<file path="src/rtl/fetch_if.sv">
// Fetch-to-decode handshake: fetch drives the instruction word, decode returns
// its stall (hold) and redirect (is_pc_changing) indications.
interface i_fetch_to_decode;
   logic [31:0] instruction;
   logic        hold;
   logic        is_pc_changing;

   modport fetch_out (
      output instruction,
      input  hold,
      input  is_pc_changing
   );

   modport decode_in (
      input  instruction,
      output hold,
      output is_pc_changing
   );
endinterface

</file>
<file path="src/rtl/fetch.sv">
// Instruction fetch stage: waits for the memory flush, then requests pc and
// forwards returned words to decode. Optional macro: FETCH_ALIGN_CHECK_EN.
module fetch #(
   parameter logic [31:0] NOP_INSTRUCTION = 32'h0000_0000,
   parameter int unsigned PC_INCREMENT    = 4
) (
   input  logic                    clock,
   input  logic                    reset_n,
   input  logic                    has_flushed,
   input  logic                    data_valid,
   input  logic [31:0]             pc,
   input  logic [31:0]             data,
   output logic                    address_enable,
   output logic [31:0]             address,
   output logic [31:0]             next_pc,
   i_fetch_to_decode.fetch_out     outi
);

   localparam logic [31:0] PC_STEP = 32'(PC_INCREMENT);

   typedef enum logic {
      FLUSHING = 1'b0,
      FETCHING = 1'b1
   } state_t;

   state_t      state;
   logic [31:0] instruction_q;
   logic [31:0] pc_plus;
   logic        misaligned;

`ifdef FETCH_ALIGN_CHECK_EN
   assign misaligned = (pc[1:0] != 2'b00);
`else
   assign misaligned = 1'b0;
`endif

   // The adder wraps naturally at 2^32.
   assign pc_plus          = pc + PC_STEP;
   assign address          = pc;
   assign address_enable   = (state == FETCHING) && !outi.hold &&
                             !outi.is_pc_changing && !misaligned;
   assign outi.instruction = instruction_q;

   always_ff @(posedge clock or negedge reset_n) begin
      if (!reset_n) begin
         state         <= FLUSHING;
         instruction_q <= NOP_INSTRUCTION;
         next_pc       <= 32'h0000_0000;
      end else begin
         case (state)
            FLUSHING: begin
               instruction_q <= NOP_INSTRUCTION;
               next_pc       <= 32'h0000_0000;
               if (has_flushed)
                  state <= FETCHING;
            end
            FETCHING: begin
               // Redirect beats stall, stall beats any returned data.
               if (outi.is_pc_changing) begin
                  instruction_q <= NOP_INSTRUCTION;
                  next_pc       <= pc;
               end else if (outi.hold) begin
                  instruction_q <= instruction_q;
                  next_pc       <= next_pc;
               end else if (misaligned) begin
                  instruction_q <= NOP_INSTRUCTION;
                  next_pc       <= pc;
               end else if (data_valid) begin
                  instruction_q <= data;
                  next_pc       <= pc_plus;
               end else begin
                  instruction_q <= NOP_INSTRUCTION;
                  next_pc       <= pc;
               end
            end
            default: begin
               state         <= FLUSHING;
               instruction_q <= NOP_INSTRUCTION;
               next_pc       <= 32'h0000_0000;
            end
         endcase
      end
   end

endmodule

</file>
<file path="src/flat_wrapper.sv">
// flat-port wrapper written by rule: the top's interface ports become plain ports
module fetch_flat 
#(
   parameter logic [31:0] NOP_INSTRUCTION = 32'h0000_0000,
   parameter int unsigned PC_INCREMENT    = 4
)
  (clock, reset_n, has_flushed, data_valid, pc, data, address_enable, address, next_pc, outi_instruction, outi_hold, outi_is_pc_changing);
  i_fetch_to_decode outi_i ();
  input  logic clock;
  input  logic reset_n;
  input  logic has_flushed;
  input  logic data_valid;
  input  logic [31:0] pc;
  input  logic [31:0] data;
  output logic address_enable;
  output logic [31:0] address;
  output logic [31:0] next_pc;
  output wire logic [$bits(outi_i.instruction)-1:0] outi_instruction;
  input wire logic [$bits(outi_i.hold)-1:0] outi_hold;
  input wire logic [$bits(outi_i.is_pc_changing)-1:0] outi_is_pc_changing;
  assign outi_instruction = outi_i.instruction;
  assign outi_i.hold = outi_hold;
  assign outi_i.is_pc_changing = outi_is_pc_changing;
  fetch #(.NOP_INSTRUCTION(NOP_INSTRUCTION), .PC_INCREMENT(PC_INCREMENT)) u_core (.clock(clock), .reset_n(reset_n), .has_flushed(has_flushed), .data_valid(data_valid), .pc(pc), .data(data), .address_enable(address_enable), .address(address), .next_pc(next_pc), .outi(outi_i));
endmodule
</file>
<file path="config.mk">
export PLATFORM = sky130hd
export DESIGN_NAME = fetch_flat
export DESIGN_NICKNAME = d
export VERILOG_FILES = /design/src/rtl/fetch_if.sv /design/src/rtl/fetch.sv /design/src/flat_wrapper.sv
export SDC_FILE = /design/constraint.sdc
export NUM_CORES = 1
export LEC_CHECK = 0
export ABC_AREA = 1
export ABC_CLOCK_PERIOD_IN_PS = 1700
export BUFFER_PORTS_ARGS = -buffer_cell sky130_fd_sc_hd__buf_2
export CORE_MARGIN = 4
export CORE_UTILIZATION = 51
export CTS_BUF_LIST = sky130_fd_sc_hd__clkbuf_16
export CTS_CLUSTER_DIAMETER = 60
export DETAILED_ROUTE_END_ITERATION = 16
export PLACE_DENSITY = 0.87
export SYNTH_ARGS = -nofsm -noshare
export SYNTH_HDL_FRONTEND = slang
export SYNTH_SLANG_ARGS = --single-unit
</file>
<file path="constraint.sdc">
create_clock -name clock -period 1.7 [get_ports clock]
set_input_delay 0 -clock clock [delete_from_list [all_inputs] [get_ports clock]]
set_output_delay 0 -clock clock [all_outputs]
set_load 0.01 [all_outputs]
</file>
; Yosys cells after proc, flatten, opt, wreduce, memory -nomap -nowiden
; Index checks and enable logic that the tools add are counted.
[totals]
mem_bits_rw = 0
in_bits = 70
ff_bits = 65
output_inout_bits = 97
latch_bits = 0
romBits = 0
memories = 0
[classes]
n_lt_le_gt_ge = 0
n_reduce_logical = 4
shift = 0
n_div = 0
addsub = 1
bitwise_logic = 1
n_eq_ne = 1
n_mul = 0
mux = 10
[op_table]
columns = operator, count
row1 = 32-bit two-way mux, 6
row2 = 32-bit one-hot mux with 2 select lines, 2
row3 = 32-bit by 3-bit adder with 32-bit output (second input constant), 1
row4 = 3-bit inequality test (second input constant), 1
row5 = 1-bit logical AND, 2
row6 = 1-bit logical NOT, 2
row7 = 1-bit two-way mux, 2
row8 = 1-bit inverter, 1

; Logic depth before layout (Yosys ltp)
; Gate-level depths: netlist (run 1).
[logic_depth]
depth_word = 5
ltp_mapped = 11
mapped_depth_nobuf = 10

; Worst setup path after synthesis (run 1)
; OpenSTA, ideal clock, no wires.
[synth_path]
path_kind = reg2reg
startpoint = register u_core.state
endpoint = register u_core.next_pc[0]
setup_time_ps = 121
path_stages_with_launch = 6
slack_ps = 582
t_arrival_ps = 997
n_path_buf = 1
path_cell_list = dfrtp_1 -> nand3_2 -> nand2_2 -> inv_2 -> buf_4 -> a22o_1
[synth_between]
elab_chain_cells = 2
elab_cells_between_ends = 3
classes_between = eq/ne (1) / mux (1) / bitwise (1)
[synth_rtl]
columns = item, line
row1 = from (decl), fetch.sv:26  ; state_t state;
row2 = from (signal assigned), fetch.sv:46  ; state <= FLUSHING;
row3 = from (signal assigned), fetch.sv:55  ; state <= FETCHING;
row4 = from (signal assigned), fetch.sv:77  ; state <= FLUSHING;
row5 = 1-bit inverter, n/a
row6 = 32-bit one-hot mux with 2 select lines, fetch.sv:50  ; case (state)
row7 = to (signal assigned), fetch.sv:61  ; next_pc <= pc;
row8 = to (signal assigned), fetch.sv:64  ; next_pc <= next_pc;
row9 = to (signal assigned), fetch.sv:67  ; next_pc <= pc;
row10 = to (decl), fetch.sv:15  ; output logic [31:0] next_pc,
; Parallel ways exist; a longest one is shown, timed or not.
; A chain may end at the register's enable or synchronous reset.

; Final worst setup path (run 1)
[layout_path]
startpoint = register u_core.state
endpoint = register u_core.next_pc[14]
; Same word-level chain as after synthesis.

==> flow_summary.ini, run 1 <==
[sta]
clock.fmax_mhz = 700
finalHoldViolCount = 0
setup-tns-final_ns = 0
worst_pin_slew_ns = 0.392
rsz0062_at_grt = false
clock_skew_ns = 0.00724
period_share_pct = 84.0
finalCriticalPeriod_ns = 1.43
setup_viol = 0
maxSlewHeadroom_pct = 73.8
slew_viol_final = 0
final.setup.worst_slack_ns = 0.271

[placed_design]
postPlaceCellArea_um2 = 4250
dpl.cell_count = 635
io_buffers = 166
place_ws_ns = 0.238
gp_congestion = 0.907
dp_hpwl_um = 7160

[routing]
drtAntennaViolNets = 0
dr_total_vias = 3606
routed_wl_um = 10500
drt_iter0_markers = 203
routedWlPerCell_um = 15.3
drc = 0
viasPerCell = 5.24
dr.pass1.iters = 6

[setup_path]
cp-start-kind = flip-flop
crit_chain = nand3_2 -> nand2_2 -> inv_2 -> o21ai_0 -> o21ai_0
path_buf_inv = 1
arrival_ns = 1.67
crit_path_end_kind = flip-flop
cp_top_family = flip-flops
required_ns = 1.94
regToRegSetupSlack_ns = 0.27
path_class = reg -> reg
cpMaxStageDelayCell = dfrtp_1
cpMostUsedCell = o21ai_0
cpPeakStageDelay_ns = 0.42
cp_max_fo = 24

[floorplan]
die-width_um = 91.5
core_area_um2 = 6790
ios = 167
die_y_um = 91.5
start_util_pct = 52.3
die_area_um2 = 8360
std_cell_rows = 30

[job]
drv_cap = 0

[clocking]
cts_tree = built
post_cts_buffers = 0
cts_resized = 0
cts_buffers = 9
cts_sinks = 65
hold_buffers = 37
clock-root-buffer = clkbuf_16
clock_latency_ns = 0.33
htree_num_levels = 3
cts.path.max_buffers = 2
path_clk_slew_ns = 0.06

[global_route]
overflow = 0
grt_pass1_vias = 3509
grtUsageTotal_pct = 25.6
antenna_found_initial = 1
grt_pass1_wl_um = 17400
grt_max_degree = 66

[final_layout]
diodes = 0
fin_area_um2 = 4960
syn_to_final_growth_pct = 39.7
fill_cells = 490
drive_gt1_share_pct = 35.5
final_cells = 688
fin_nets = 658

[yosys]
yosys_warnings = 0
seq_area_frac_synth_pct = 45.8
syn_avg_cell_area_um2 = 8.56
synth_top_area_cell = dfrtp_1
synth-seq-cells = 65
postSynthCellCount = 415
synth_top_area_share_pct = 45.8
synth_cell_types = 32
syn_area_um2 = 3550
synth_area_leaders = dfrtp_1 (46%), nand2_1 (12%), a32o_1 (9.0%)
synth_nets = 486

[min_path]
hold_class = in -> reg

[power]
peakVddDrop_v = 0.000603
leakage_nw = 2.62
powerDensity_nw_per_um2 = 912

[status]
status = completed
## area by class of cell
| type | count | area [um^2] | area share, % |
|---|---|---|---|
| Sequential cell | 65 | 1630 | 32.8 |
| Multi-Input combinational cell | 268 | 1470 | 29.7 |
| Clock inverter | 7 | 119 | 2.39 |
| Clock buffer | 9 | 225 | 4.54 |
| Tap cell | 96 | 120 | 2.42 |
| Timing Repair Buffer | 209 | 1270 | 25.6 |
| Inverter | 34 | 128 | 2.57 |
## through the flow
| step | total power, mW | hold slack [ns] | util [%] |
|---|---|---|---|
| finish | 4.53 | 0.00526 | 73.1 |
| global route | 4.72 | 0.0318 | 73.1 |
| CTS | 4.55 | 0.00224 | 73.1 |
| detailed placement | 2.38 | 0.0466 | 62.5 |
| global placement | 2.36 | 0.0377 | 62.5 |
| floorplan | 2.07 | -0.296 | - |
## path summary, 6_finish.rpt
check	from	to	cells past startpoint
max	u_core.state	u_core.next_pc[14]	5
min	pc[31]	u_core.next_pc[31]	5
max reg2reg	u_core.state	u_core.next_pc[14]	5
min reg2reg	u_core.next_pc[4]	u_core.next_pc[4]	2
max in group asynchronous	reset_n	u_core.next_pc[6]	3
min in group asynchronous	reset_n	u_core.outi.instruction[28]	3
## registers in the layout, indices dropped and copies added (netlist names)
register	cells
u_core.next_pc	32
u_core.state	1
u_core.outi.instruction	32
## cells by family after synthesis
family                     share of synthesized area (%)
buffers and inverters                               12.7
and+or+nand+nor                                     25.7
adders and majority gates                          0.352
xor gates and xnor gates                            2.22
AOI/OAI and AO/OA                                   13.2
DFF                                                 45.8
## per-layer routing
| layer | part of all wire, % | routed length [um] | up-vias | track usage (%) |
|---|---|---|---|---|
| li1 | - | - | 1714 | - |
| met1 | 42 | 4380 | 1667 | 33.8 |
| met2 | 47 | 4920 | 204 | 42.2 |
| met3 | 10 | 1050 | 19 | 5.72 |
| met4 | 1.4 | 148 | 2 | 7.16 |
| met5 | 0.067 | 7 | - | 0 |
## cell usage in the layout, fill, tap and decap left out, types with 3 or more instances in the layout
master         instances
nor2_2                 4
xor2_1                 5
nand2_1              113
dlygate4sd3_1         37
buf_4                  4
o21ai_1                3
inv_2                  3
nor2_4                 4
clkbuf_16              9
inv_1                 31
dfrtp_1               65
nand3_1               24
xnor2_1                4
buf_2                166
nand2_2                6
o21ai_0               11
o31ai_1                3
a32o_1                32
nor2_1                33
nand4_1               10
bufinv_16              3
## where the power goes
group	total [mW]	internal (mW)	leakage (nW)	switching, mW
logic	0.721	0.310	1.62	0.411
clock network	2.11	1.43	0.163	0.675
registers	1.70	1.65	0.828	0.0540
## cell usage after synthesis
library cell	number
a31oi_1	1
nand3_2	2
xnor2_1	4
buf_1	1
inv_1	31
a21oi_1	2
nand3_1	24
nand4_1	10
o21ai_0	11
o21ai_1	3
buf_4	34
a22o_1	2
nor2_4	4
ha_1	1
nor3_1	1
a21o_1	1
a32o_1	32
nand3_4	1
inv_2	3
dfrtp_1	65
buf_2	7
o31ai_1	3
nand2_1	113
nor2_1	33
nand2_2	6
clkbuf_1	5
o21bai_1	2
nor2_8	1
buf_6	1
or2_2	2
xor2_1	5
nor2_2	4
## tightest hold or removal path, cell delays in order
cell and delay (ns):
buf_2 0.10, inv_1 0.04, nand2_1 0.05, nand3_1 0.06, nand2_1 0.06
No activity file was read; power rests on OpenSTA's default activity.
==> run 2, diff against run 1 <==
--- a/config.mk
+++ b/config.mk
@@ -5,15 +5,15 @@
 export SDC_FILE = /design/constraint.sdc
 export NUM_CORES = 1
 export LEC_CHECK = 0
-export ABC_AREA = 1
-export ABC_CLOCK_PERIOD_IN_PS = 1700
+export ABC_AREA = 0
+export ABC_CLOCK_PERIOD_IN_PS = 1330
 export BUFFER_PORTS_ARGS = -buffer_cell sky130_fd_sc_hd__buf_2
 export CORE_MARGIN = 4
-export CORE_UTILIZATION = 51
+export CORE_UTILIZATION = 45
 export CTS_BUF_LIST = sky130_fd_sc_hd__clkbuf_16
 export CTS_CLUSTER_DIAMETER = 60
 export DETAILED_ROUTE_END_ITERATION = 16
-export PLACE_DENSITY = 0.87
+export PLACE_DENSITY = 0.8
 export SYNTH_ARGS = -nofsm -noshare
 export SYNTH_HDL_FRONTEND = slang
 export SYNTH_SLANG_ARGS = --single-unit
==> constraint.sdc (replaced) <==
create_clock -name clock -period 1.33 [get_ports clock]
set_input_delay 0 -clock clock [delete_from_list [all_inputs] [get_ports clock]]
set_output_delay 0 -clock clock [all_outputs]
set_load 0.01 [all_outputs]
==> flow_summary.ini, run 2 <==
[placed_design]
postPlaceCellArea_um2 = 4010
dpl.cell_count = 534
gp_congestion = 0.827
io_buffers = 166
dp_hpwl_um = 6240

[yosys]
synth_area_leaders = dfrtp_1 (51%), a22o_1 (8.7%), buf_4 (7.7%)
synth_top_area_share_pct = 50.8
seq_area_frac_synth_pct = 50.8
yosysMostFrequentCell = dfrtp_1
synth-seq-cells = 65
ys.flop_type = dfrtp_1
netlist_top_cells_count = dfrtp_1 (65), nand2_1 (45), buf_4 (33)
synth-edff-count = 0
syn_area_um2 = 3200
postSynthCellCount = 308
synth_nets = 379
yosys_warnings = 0
syn_avg_cell_area_um2 = 10.4
synth_cell_types = 37
ys_async_sr_fraction_pct = 100
synth_top_area_cell = dfrtp_1

[routing]
routedWlPerCell_um = 16.7
dr_total_vias = 3048
routed_wl_um = 9870
drc = 0
drtAntennaViolNets = 0
viasPerCell = 5.17
drt_iter0_markers = 92
dr.pass1.iters = 4

[floorplan]
die_y_um = 92.4
core_area_um2 = 6870
ios = 167
std_cell_rows = 30
start_util_pct = 46.6
die_area_um2 = 8530
die-width_um = 92.4

[setup_path]
path_class = reg -> reg
cp_max_fo = 66
required_ns = 1.52
cp-start-kind = flip-flop
crit_chain = and3b_2 -> buf_12 -> a22o_1
cpPeakStageDelay_ns = 0.41
arrival_ns = 1.50
cpMaxStageDelayCell = dfrtp_1
crit_path_end_kind = flip-flop

[sta]
finalHoldViolCount = 0
maxSlewHeadroom_pct = 71.7
clock_skew_ns = 0.00270
clock.fmax_mhz = 761
setup_viol = 0
worst_pin_slew_ns = 0.423
slew_viol_final = 0
period_share_pct = 98.8
finalCriticalPeriod_ns = 1.31
hold_ws_ns = 0.0174

[power]
peakVddDrop_v = 0.000571
powerDensity_nw_per_um2 = 1200
leakage_nw = 2.36
p_total_mw = 5.68

[clocking]
path_clk_slew_ns = 0.05
cts_buffers = 9
clock-root-buffer = clkbuf_16
cts_sinks = 65
htree_num_levels = 3
cts.path.max_buffers = 2
clock_latency_ns = 0.32
cts_tree = built

[final_layout]
final_cells = 590
final_cell_mix = buf_2 (166), dfrtp_1 (65), nand2_1 (45)
multi_input_comb_area_um2 = 1250
fin_area_um2 = 4750
fill_cells = 500
syn_to_final_growth_pct = 48.1
final_common_cell = buf_2
fin_nets = 559
drive_gt1_share_pct = 42.0
ff_latch_area_um2 = 1630

[global_route]
use_met1_pct = 27.7
grt_pass1_vias = 3081
grtUsageTotal_pct = 23.4
grt_util_met2_pct = 40.8
grt_max_degree = 67
top_usage_layer = met2
overflow = 0
use_met3_pct = 5.28
antenna_found_initial = 0
grt_pass1_wl_um = 15800

[status]
status = completed

[job]
drv_cap = 0

[min_path]
hold_class = in -> reg
## run 2: cell count changes after synthesis, moves of 4 or more
cell and delta:
nand2_1 -68, a32o_1 -32, a22o_1 +30, inv_1 -29
nor2_1 -28, xor2_1 +19, nand3_1 -15, o21ai_0 +13
nand2_2 -6, nand4_1 +5, nor2_4 -4
## run 2: layout make-up
class                      instances  area share (%)
sequential                        65            34.3
timing repair buffer             219            29.5
multi-input combinational        191            26.4
clock buffer                       9            4.75
tap                               96            2.53
clock inverter                     7            2.35
inverter                           2           0.158
antenna                            1          0.0527
## run 2: repair_timing
action	in CTS	in global routing
hold buffers	38	0
resized for setup	0	2
setup endpoints to repair	0	12
endpoints found under the hold margin	102	0
setup buffers	0	1
## run 2: worst paths after layout
path                              startpoint                           to  slack [ns]  cells past startpoint
min in group asynchronous            reset_n           u_core.next_pc[31]        0.10                      2
max in group asynchronous            reset_n            u_core.next_pc[2]        0.67                      3
min reg2reg                u_core.next_pc[2]            u_core.next_pc[2]        0.47                      2
max                             u_core.state  u_core.outi.instruction[10]        0.02                      3
min                                   pc[29]           u_core.next_pc[29]        0.02                      3
max reg2reg                     u_core.state  u_core.outi.instruction[10]        0.02                      3
## run 2: cell families (layout without fill, tap and decap cells)
group | Yosys count | count (layout) | share of synthesized area [%]
AO/OA/AOI/OAI | 64 | 64 | 14.0
XOR/XNOR | 29 | 29 | 7.93
adder cells (fa/ha/maj) | 1 | 1 | 0.390
buffers and inverters | 52 | 237 | 10.5
flip-flops | 65 | 65 | 50.8
multiplexers | 1 | 1 | 0.312
other | 0 | 1 | 0
AND/OR/NAND/NOR | 96 | 96 | 16.1
## run 2: worst max-delay path: cells and delay by family (launching register included)
family / cells / cell delay, ns
buffers and inverters: 1 / 0.21
AOI/OAI and AO/OA: 1 / 0.30
DFF: 1 / 0.41
and+or+nand+nor: 1 / 0.25
## run 2: report_power, final
part | switching [mW] | internal, mW | total, mW
sequential | 0.0709 | 2.10 | 2.18
combinational | 0.463 | 0.401 | 0.864
clock | 0.825 | 1.82 | 2.64
total | 1.36 | 4.32 | 5.68
## run 2: through the flow
step	utilization (%)	setup WS, ns	TNS, ns
after floorplan	-	0.00768	0
after global placement	58.4	0.105	0
after detailed placement	58.4	0.0398	0
after CTS	68.9	0.0399	0
after global routing	69.1	-0.0512	-0.330
final	69.1	0.0158	0
## run 2: per-layer routing
metal	share of wire (%)	vias to the layer above
met5	0	-
met4	2.0	0
met3	7.8	18
met2	52	145
met1	39	1479
li1	-	1406
==> run 3, diff against run 2 <==
--- a/config.mk
+++ b/config.mk
@@ -13,6 +13,7 @@
 export CTS_BUF_LIST = sky130_fd_sc_hd__clkbuf_16
 export CTS_CLUSTER_DIAMETER = 60
 export DETAILED_ROUTE_END_ITERATION = 16
+export GPL_TIMING_DRIVEN = 0
 export PLACE_DENSITY = 0.8
 export SYNTH_ARGS = -nofsm -noshare
 export SYNTH_HDL_FRONTEND = slang
==> flow_summary.ini, run 3 (synthesis gave the netlist of run 2 again) <==
[status]
violations = hold timing
status = finished, violations left

[routing]
viasPerCell = 5.07
dr.pass1.iters = 4
drc = 0
drtAntennaViolNets = 0
drt_iter0_markers = 105
routedWlPerCell_um = 16.6
dr_total_vias = 3156
routed_wl_um = 10300

[clocking]
cts_tree = built
cts_buffers = 9
path_clk_slew_ns = 0.06
htree_num_levels = 3
cts_sinks = 65
clock-root-buffer = clkbuf_16
clock_latency_ns = 0.33
cts.path.max_buffers = 2

[sta]
slew_viol_final = 0
finalCriticalPeriod_ns = 1.31
clock.fmax_mhz = 764
finalHoldViolCount = 1
setup_viol = 0
rsz0062_at_grt = true
setup-tns-final_ns = 0
worst_pin_slew_ns = 0.838
maxSlewHeadroom_pct = 44.1
clock_skew_ns = 0.00548
hold_ws_ns = -0.000328
period_share_pct = 98.5

[min_path]
holdPathStages = 3
hold_end = u_core.next_pc[24]
hold_class = in -> reg
holdCritStartpoint = pc[24]

[power]
p_int_mw = 4.38
p_total_mw = 5.84
peakVddDrop_v = 0.000663
power_switching_mw = 1.46
powerDensity_nw_per_um2 = 1180
comb_power_share_pct = 15.9
p_seq_share_pct = 37.2
swShare_pct = 24.9
leakage_nw = 2.51
p_clk_share_pct = 46.9

[setup_path]
arrival_ns = 1.52
cp_max_fo = 7
regToRegSetupSlack_ns = 0.02
crit_path_end_kind = flip-flop
worstRegToRegCells = 4
path_class = reg -> reg
reg2reg_from = u_core.state
r2r_end = u_core.outi.instruction[12]
cpPeakStageDelay_ns = 0.40
required_ns = 1.54
cpMaxStageDelayCell = dfrtp_1
crit_chain = and3b_2 -> buf_6 -> buf_4 -> a22o_1
cp-start-kind = flip-flop

[floorplan]
core_area_um2 = 6870
die-width_um = 92.4
start_util_pct = 46.6
std_cell_rows = 30
ios = 167
die_area_um2 = 8530
die_y_um = 92.4

[final_layout]
diodes = 0
fin_nets = 593
final_cell_mix = buf_2 (165), dfrtp_1 (65), nand2_1 (45)
utilization_pct = 72.1
drive_gt1_share_pct = 46.7
syn_to_final_growth_pct = 54.5
final_common_cell = buf_2
fill_cells = 498
final_cells = 623

[global_route]
antenna_found_initial = 0
overflow = 0
grt_pass1_wl_um = 16500
grtUsageTotal_pct = 24.7
grt_max_degree = 66
grt_pass1_vias = 3237

[placed_design]
dp_hpwl_um = 6630
dpl.cell_count = 569
gp_congestion = 0.792
io_buffers = 165

[job]
drv_cap = 0
-- run 3: cell count changes in the layout (fill, tap and decap cells not counted), moves of 3 or more --
| cell | previous run | this run |
|---|---|---|
| o21ai_1 | 7 | 15 |
| buf_12 | 6 | 0 |
| buf_6 | 0 | 3 |
| buf_4 | 9 | 43 |
| clkbuf_4 | 0 | 3 |
| o21ai_0 | 23 | 14 |
-- run 3: cell type report --
class                           count  area [um^2]  area share, %
Clock inverter                      7          119           2.40
Tap cell                           96          120           2.43
Inverter                            2         7.51          0.152
Sequential cell                    65         1630           32.9
Buffer                             48          364           7.36
Clock buffer                        9          225           4.55
Timing Repair Buffer              205         1220           24.7
Multi-Input combinational cell    191         1270           25.6
-- run 3: per-stage QoR --
stage	instance area, um^2	worst slack (ns)
final	4950	0.0206
after global routing	4950	-0.0195
after CTS	4930	0.0108
after detailed placement	4160	-0.306
after global placement	4160	-0.288
after floorplan	3210	0.00768
-- run 3: worst max path at each step --
stage | slack [ns] | cells after the start | endpoint | startpoint
global route | -0.02 | 4 | u_core.next_pc[13] | u_core.state
CTS | 0.01 | 4 | u_core.outi.instruction[4] | u_core.state
global placement | -0.29 | 6 | u_core.next_pc[22] | u_core.state
floorplan | 0.008 | 6 | u_core.next_pc[29] | u_core.state
detailed placement | -0.31 | 5 | u_core.next_pc[4] | u_core.state
finish | 0.02 | 4 | u_core.outi.instruction[12] | u_core.state
-- run 3: timing repair --
item | 4_1_cts | 5_1_grt
resized for setup | 22 | 13
pin swaps | 0 | 3
endpoints found under the hold margin | 101 | 0
setup buffers | 2 | 1
hold buffers | 37 | 0
endpoints found under the setup margin | 62 | 53
-- run 3: power by group through the flow --
stage | clock network, mW | logic (mW) | registers, mW
2_1_floorplan | 0 | 0.311 | 2.26
3_3_place_gp | 0 | 0.793 | 2.20
3_5_place_dp | 0 | 0.808 | 2.20
4_1_cts | 2.74 | 0.915 | 2.17
5_1_grt | 2.87 | 1.01 | 2.19
6_report | 2.74 | 0.929 | 2.17
-- run 3: per-layer routing --
| layer | GRT usage [%] | vias up | wire (um) |
|---|---|---|---|
| met4 | 8.42 | 0 | 216 |
| li1 | - | 1482 | - |
| met5 | 0 | - | 0 |
| met3 | 6.26 | 17 | 819 |
| met2 | 42.7 | 139 | 5130 |
| met1 | 29.9 | 1518 | 4170 |
-- run 3: critical path, delay by kind of cell, from the launching register on --
kind / cells / cell delay (ns)
AO/OA/AOI/OAI: 1 / 0.23
flip-flops: 1 / 0.40
buffers and inverters: 2 / 0.29
AND/OR/NAND/NOR: 1 / 0.27
